`config.mk`:
```
export PLATFORM = sky130hd
export DESIGN_NAME = dnn_mem_loader
export DESIGN_NICKNAME = d
export VERILOG_FILES = /design/src/rtl/dnn_pkg.sv /design/src/rtl/fp16_ftz.sv /design/src/rtl/dnn_mem_loader.sv
export SDC_FILE = /design/constraint.sdc
export NUM_CORES = 1
export LEC_CHECK = 0
export ABC_AREA = 0
export BUFFER_PORTS_ARGS = -buffer_cell sky130_fd_sc_hd__buf_4
export CORE_MARGIN = 2
export CORE_UTILIZATION = 45
export CTS_CLUSTER_DIAMETER = 120
export DETAILED_ROUTE_END_ITERATION = 6
export HOLD_SLACK_MARGIN = 0.05
export PLACE_DENSITY = 0.81
export SKIP_LAST_GASP = 1
export SYNTH_ARGS = -nofsm -noshare
export SYNTH_HDL_FRONTEND = slang
export SYNTH_SLANG_ARGS = --single-unit
```
`constraint.sdc`:
```
create_clock -name clk -period 1.4 [get_ports clk]
set_input_delay 0.28 -clock clk [delete_from_list [all_inputs] [get_ports clk]]
set_output_delay 0.28 -clock clk [all_outputs]
set_load 0.05 [all_outputs]
```
`src/rtl/dnn_pkg.sv`:
```
// -----------------------------------------------------------------------------
// dnn_pkg
// Shared definitions for the DNN memory loader:
//   - loader_state_e : loader FSM states
//   - FP16 field constants (exponent mask, sign bit position, +0 encoding)
//   - fp16_sanitize  : flushes zero-exponent and all-ones-exponent words to +0
// -----------------------------------------------------------------------------
package dnn_pkg;

  typedef enum logic [2:0] {
    IDLE      = 3'd0,
    LOAD      = 3'd1,
    DRAIN     = 3'd2,
    START     = 3'd3,
    WAIT_DONE = 3'd4
  } loader_state_e;

  localparam logic [15:0] FP16_EXP_MASK = 16'h7C00;
  localparam int          FP16_SIGN_BIT = 15;
  localparam logic [15:0] FP16_ZERO     = 16'h0000;

  // Subnormals, +/-0, Inf and NaN all become +0; the sign bit is dropped too.
  function automatic logic [15:0] fp16_sanitize(input logic [15:0] word);
    logic [15:0] exp_s;
    exp_s = word & FP16_EXP_MASK;
    if ((exp_s == 16'h0000) || (exp_s == FP16_EXP_MASK)) begin
      return FP16_ZERO;
    end else begin
      return word;
    end
  endfunction

endpackage

```
`src/rtl/fp16_ftz.sv`:
```
// -----------------------------------------------------------------------------
// fp16_ftz
// Combinational FP16 sanitizer. With EN=1 the word goes through fp16_sanitize;
// with EN=0 it passes bit-exact.
// Ports:
//   din  : 16-bit FP16 input word
//   dout : 16-bit sanitized (or passed-through) word
// -----------------------------------------------------------------------------
module fp16_ftz
  import dnn_pkg::*;
#(
  parameter bit EN = 1'b1
) (
  input  logic [15:0] din,
  output logic [15:0] dout
);

  // Select sanitized or raw word; no state, no latency.
  always_comb begin
    dout = din;
    if (EN) begin
      dout = fp16_sanitize(din);
    end else begin
      dout = din;
    end
  end

endmodule

```
`src/rtl/dnn_mem_loader.sv`:
```
// -----------------------------------------------------------------------------
// dnn_mem_loader
// Writes one FP16 word per accepted valid/ready beat into the activation region
// starting at ADDR_BASE_A, checks the frame length against N_WORDS, then pulses
// eng_start and waits for eng_done.
// Optional build macro: DNN_LOADER_FTZ_EN (flush zero/all-ones exponent words
// to +0 before writing). Undefined: data is written bit-exact.
// Ports:
//   clk, rst                 : clock, asynchronous active-low reset
//   s_valid/s_ready/s_data/s_last : input stream
//   mem_we/mem_waddr/mem_wdata    : registered memory write port
//   eng_start/eng_done       : engine launch pulse / completion (level or pulse)
//   busy                     : FSM not in IDLE
//   frame_done               : one-cycle pulse after engine completion
//   err_len                  : sticky frame-length error, cleared by next frame
// -----------------------------------------------------------------------------
module dnn_mem_loader
  import dnn_pkg::*;
#(
  parameter int                    ADDR_WIDTH  = 17,
  parameter logic [ADDR_WIDTH-1:0] ADDR_BASE_A = 17'h00000,
  parameter int                    N_WORDS     = 401
) (
  input  logic                  clk,
  input  logic                  rst,
  input  logic                  s_valid,
  output logic                  s_ready,
  input  logic [15:0]           s_data,
  input  logic                  s_last,
  output logic                  mem_we,
  output logic [ADDR_WIDTH-1:0] mem_waddr,
  output logic [15:0]           mem_wdata,
  output logic                  eng_start,
  input  logic                  eng_done,
  output logic                  busy,
  output logic                  frame_done,
  output logic                  err_len
);

  localparam int              CNT_W    = $clog2(N_WORDS);
  localparam logic [CNT_W-1:0] LAST_CNT = CNT_W'(N_WORDS - 1);

`ifdef DNN_LOADER_FTZ_EN
  localparam bit FTZ_EN = 1'b1;
`else
  localparam bit FTZ_EN = 1'b0;
`endif

  loader_state_e         state_r, state_nxt_s;
  logic [CNT_W-1:0]      cnt_r, cnt_nxt_s;
  logic                  ready_s, accept_s;
  logic                  wr_en_s, err_set_s, err_clr_s, start_s, done_s;
  logic [ADDR_WIDTH-1:0] wr_addr_s;
  logic [15:0]           wdata_s;
  logic                  mem_we_r, eng_start_r, busy_r, frame_done_r, err_len_r;
  logic [ADDR_WIDTH-1:0] mem_waddr_r;
  logic [15:0]           mem_wdata_r;

  fp16_ftz #(.EN(FTZ_EN)) u_ftz (
    .din  (s_data),
    .dout (wdata_s)
  );

  // Ready is a pure state decode, held low while reset is asserted.
  always_comb begin
    ready_s = 1'b0;
    if (rst && ((state_r == IDLE) || (state_r == LOAD) || (state_r == DRAIN))) begin
      ready_s = 1'b1;
    end else begin
      ready_s = 1'b0;
    end
  end

  assign accept_s = s_valid && ready_s;
  assign s_ready  = ready_s;

  // Next-state, word counter and write/launch/error controls.
  always_comb begin
    state_nxt_s = state_r;
    cnt_nxt_s   = cnt_r;
    wr_en_s     = 1'b0;
    wr_addr_s   = ADDR_BASE_A + ADDR_WIDTH'(cnt_r);
    err_set_s   = 1'b0;
    err_clr_s   = 1'b0;
    start_s     = 1'b0;
    done_s      = 1'b0;
    case (state_r)
      IDLE: begin
        wr_addr_s = ADDR_BASE_A;
        if (accept_s) begin
          wr_en_s   = 1'b1;
          cnt_nxt_s = CNT_W'(1);
          err_clr_s = 1'b1;
          // A one-beat frame is always too short (N_WORDS >= 2).
          if (s_last) begin
            err_set_s = 1'b1;
          end else begin
            state_nxt_s = LOAD;
          end
        end else begin
          state_nxt_s = IDLE;
        end
      end
      LOAD: begin
        if (accept_s) begin
          wr_en_s   = 1'b1;
          cnt_nxt_s = cnt_r + CNT_W'(1);
          if (cnt_r == LAST_CNT) begin
            if (s_last) begin
              state_nxt_s = START;
            end else begin
              err_set_s   = 1'b1;
              state_nxt_s = DRAIN;
            end
          end else if (s_last) begin
            // Short frame: words already written stay in memory.
            err_set_s   = 1'b1;
            state_nxt_s = IDLE;
          end else begin
            state_nxt_s = LOAD;
          end
        end else begin
          state_nxt_s = LOAD;
        end
      end
      DRAIN: begin
        if (accept_s && s_last) begin
          state_nxt_s = IDLE;
        end else begin
          state_nxt_s = DRAIN;
        end
      end
      START: begin
        start_s     = 1'b1;
        state_nxt_s = WAIT_DONE;
      end
      WAIT_DONE: begin
        if (eng_done) begin
          done_s      = 1'b1;
          state_nxt_s = IDLE;
        end else begin
          state_nxt_s = WAIT_DONE;
        end
      end
      default: begin
        state_nxt_s = IDLE;
      end
    endcase
  end

  // State, counter and registered outputs.
  always_ff @(posedge clk or negedge rst) begin
    if (!rst) begin
      state_r      <= IDLE;
      cnt_r        <= '0;
      mem_we_r     <= 1'b0;
      mem_waddr_r  <= '0;
      mem_wdata_r  <= 16'h0000;
      eng_start_r  <= 1'b0;
      busy_r       <= 1'b0;
      frame_done_r <= 1'b0;
      err_len_r    <= 1'b0;
    end else begin
      state_r      <= state_nxt_s;
      cnt_r        <= cnt_nxt_s;
      mem_we_r     <= wr_en_s;
      eng_start_r  <= start_s;
      busy_r       <= (state_nxt_s != IDLE);
      frame_done_r <= done_s;
      if (wr_en_s) begin
        mem_waddr_r <= wr_addr_s;
        mem_wdata_r <= wdata_s;
      end
      // Set wins over clear so a one-beat frame leaves the error flagged.
      if (err_set_s) begin
        err_len_r <= 1'b1;
      end else if (err_clr_s) begin
        err_len_r <= 1'b0;
      end
    end
  end

  assign mem_we     = mem_we_r;
  assign mem_waddr  = mem_waddr_r;
  assign mem_wdata  = mem_wdata_r;
  assign eng_start  = eng_start_r;
  assign busy       = busy_r;
  assign frame_done = frame_done_r;
  assign err_len    = err_len_r;

endmodule

```
==> metrics.cfg <==
[placed_design]
io_buffer_count=51
hpwlAfterDp_microns=3120
placed_area_sq_um=2470
dpl.cell_count=314
gp_congestion=0.802

[route]
ant_nets=0
drt_iter0_markers=148
wirelength_microns=4580
first_pass_iters=4
drc=0
via_per_inst=4.96
avgRoutedWirePerCell_microns=13.8
vias=1643

[worst_setup_path]
rr_endpoint=cnt_r[4]$_DFFE_PN0P_
critPathLaunch=state_r[1]$_DFF_PN0_
worstPathMaxFanout=2
critPathKind=flop to primary output
path_delay_family=flip-flops
max_stage_delay_ps=400
start_kind=flop
reg2reg_from=state_r[1]$_DFF_PN0_
crit_path_end_kind=primary output
path_cells=buf_6 -> a211oi_4 -> buf_6
rr_worst_depth=4
rrSetupSlack_ps=-60
worstPathArrival_ps=1220
worstPathRequired_ps=1120
worst_path_max_delay_cell=dfrtp_1
critPathMostFrequentCell=buf_6
cp_num_buf_inv=2

[logic_synthesis]
yosys.cell_count.top_type=nand2_1
syn_area_per_cell_sq_um=9.55
ys_seq_area_frac=0.542
synth_cells=203
synth-edff-count=0
netlist-cell-type-count=36
synth_top_area_share=0.542
yosys.area.top_type=dfrtp_1
synth_area_sq_um=1940
ys_ff_latch=42
ys.flop_type=dfrtp_1
async_reset_ff_frac=1.00
synthTopCellsByArea=dfrtp_1, nand2_1, nand4bb_4
synth.yosys.warnings=0
synthTopCellsByCount=nand2_1, dfrtp_1, nand3_1

[finish]
area_growth_pct=40.9
fin_nets=303
final_util=0.669
fin_cells=331
antenna_cells=0
fin_area_sq_um=2730
final_layout_size_suffix_gt1_frac=0.377

[timing]
fin_ws_ps=-103
period_share=1.07
slew_violations=0
post-route-min-period_ps=1500
rsz0062_at_grt=yes
whs_ps=89.3
fin_skew_ps=7.33
finalSetupViolCount=4
final-hold-violation-count=0
fmax_mhz=665

[flow_run]
max_cap_violations=0

[pwr]
powerDensity_nw_per_um2=1370
vdd_drop_max_v=0.000809
leakage_nw=1.43

[min_path]
hp-class=primary input to asynchronous set/reset pin

[die]
start_util=0.475
die_area_sq_um=4850
io_pins=60
coreArea_sq_um=4090
die_w_microns=69.7
die_h_microns=69.7
row_count=23

[global_route]
grt_pass1_wl_microns=7690
grt_pass1_vias=1630
grt_usage=0.197
antenna_found_initial=0
grt_start_max_net_pins=31
grt_overflow=0

[clock_tree]
cts_tree=built
clk_pin_slew_worst_paths_ps=80
clock-sinks=42
clockBufferDepth=2
clk_latency_ps=290
ctsHtreeMaxLevel=2
cts_made_buffers=5
cts-root-buf=clkbuf_8

[status]
status=finished, violations left
violations=setup timing

-- power by group --
group          switching, W  internal, W
Combinational      0.000807     0.000505
Sequential         0.000121      0.00138
Clock              0.000409     0.000532
-- metrics by stage --
step,TNS [ps],worst slack [ps],total power [W]
after floorplan,-50.6,-49.8,0.00230
after global placement,0,18.1,0.00267
after detailed placement,-57.8,-56.3,0.00270
after CTS,-166,-89.9,0.00372
after global routing,-648,-134,0.00396
final,-222,-103,0.00375
-- area by class of cell --
| cell class | instances | area (sq um) |
|---|---|---|
| repair buffers | 81 | 646 |
| flip-flops and latches | 42 | 1050 |
| multi-input cells | 144 | 840 |
| fillers | 319 | 1350 |
| clock buffers | 6 | 72.6 |
| clock inverters | 2 | 37.5 |
| inverters | 6 | 22.5 |
| well taps | 50 | 62.6 |
-- worst register-to-register path, cell delays in order (launching register included) --
cell,delay [ps]
dfrtp_1,400
nand4bb_4,290
buf_12,190
or3_1,340
a21oi_1,160
-- flip-flops by register name, indices dropped and copies added, names as in the netlist --
register / cells
mem_waddr: 9
eng_start: 1
cnt_r: 9
mem_we: 1
state_r: 3
busy: 1
err_len: 1
mem_wdata: 16
frame_done: 1
-- placed cells by master, fill, tap and decap left out, drive strengths merged, types with 2 or more instances in the layout --
master / netlist / final
o21ai: 9 / 9
conb: 1 / 8
clkbuf: 3 / 6
a21oi: 4 / 4
a211oi: 2 / 2
ha: 2 / 2
inv: 6 / 6
or3: 3 / 3
nor2: 7 / 7
and3: 2 / 2
nand4: 2 / 2
dlygate4sd3: 0 / 2
dfrtp: 42 / 42
nor3: 5 / 5
buf: 15 / 79
nand2: 72 / 72
xnor2: 2 / 2
nand3: 11 / 11
nand4bb: 3 / 3
-- how the worst max path moves through the flow --
stage,endpoint,slack [ps],cells after the start
4_1_cts,s_ready,-90,3
3_3_place_gp,busy$_DFF_PN0_,20,6
2_1_floorplan,s_ready,-50,3
5_1_grt,busy$_DFF_PN0_,-130,6
3_5_place_dp,busy$_DFF_PN0_,-60,6
6_report,s_ready,-100,3
-- cells by family (layout without fill, tap and decap cells) --
group,count (synthesis),after routing,synth area share
simple gates,110,110,0.283
flops,42,42,0.542
buf+inv,24,95,0.0781
compound gates,21,21,0.0677
fa+ha+maj,2,2,0.0129
xor+xnor,2,2,0.00903
other cells,1,8,0.00193
mux,1,1,0.00516
-- per-layer routing --
metal	global-route usage	part of all wire	wire [microns]	vias up
met5	0	0	0	-
met4	0.0684	0.014	65	0
met3	0.0392	0.043	196	9
met2	0.330	0.53	2410	44
met1	0.254	0.42	1910	790
li1	-	-	-	800
-- what timing repair did --
item,in CTS,in global routing
buffers inserted,4,3
gates resized for setup,6,18
endpoints found under the setup margin,2,18
hold buffers,1,1
endpoints found under the hold margin,12,6
pin swaps,5,5
(Power assumes the default switching activity.)
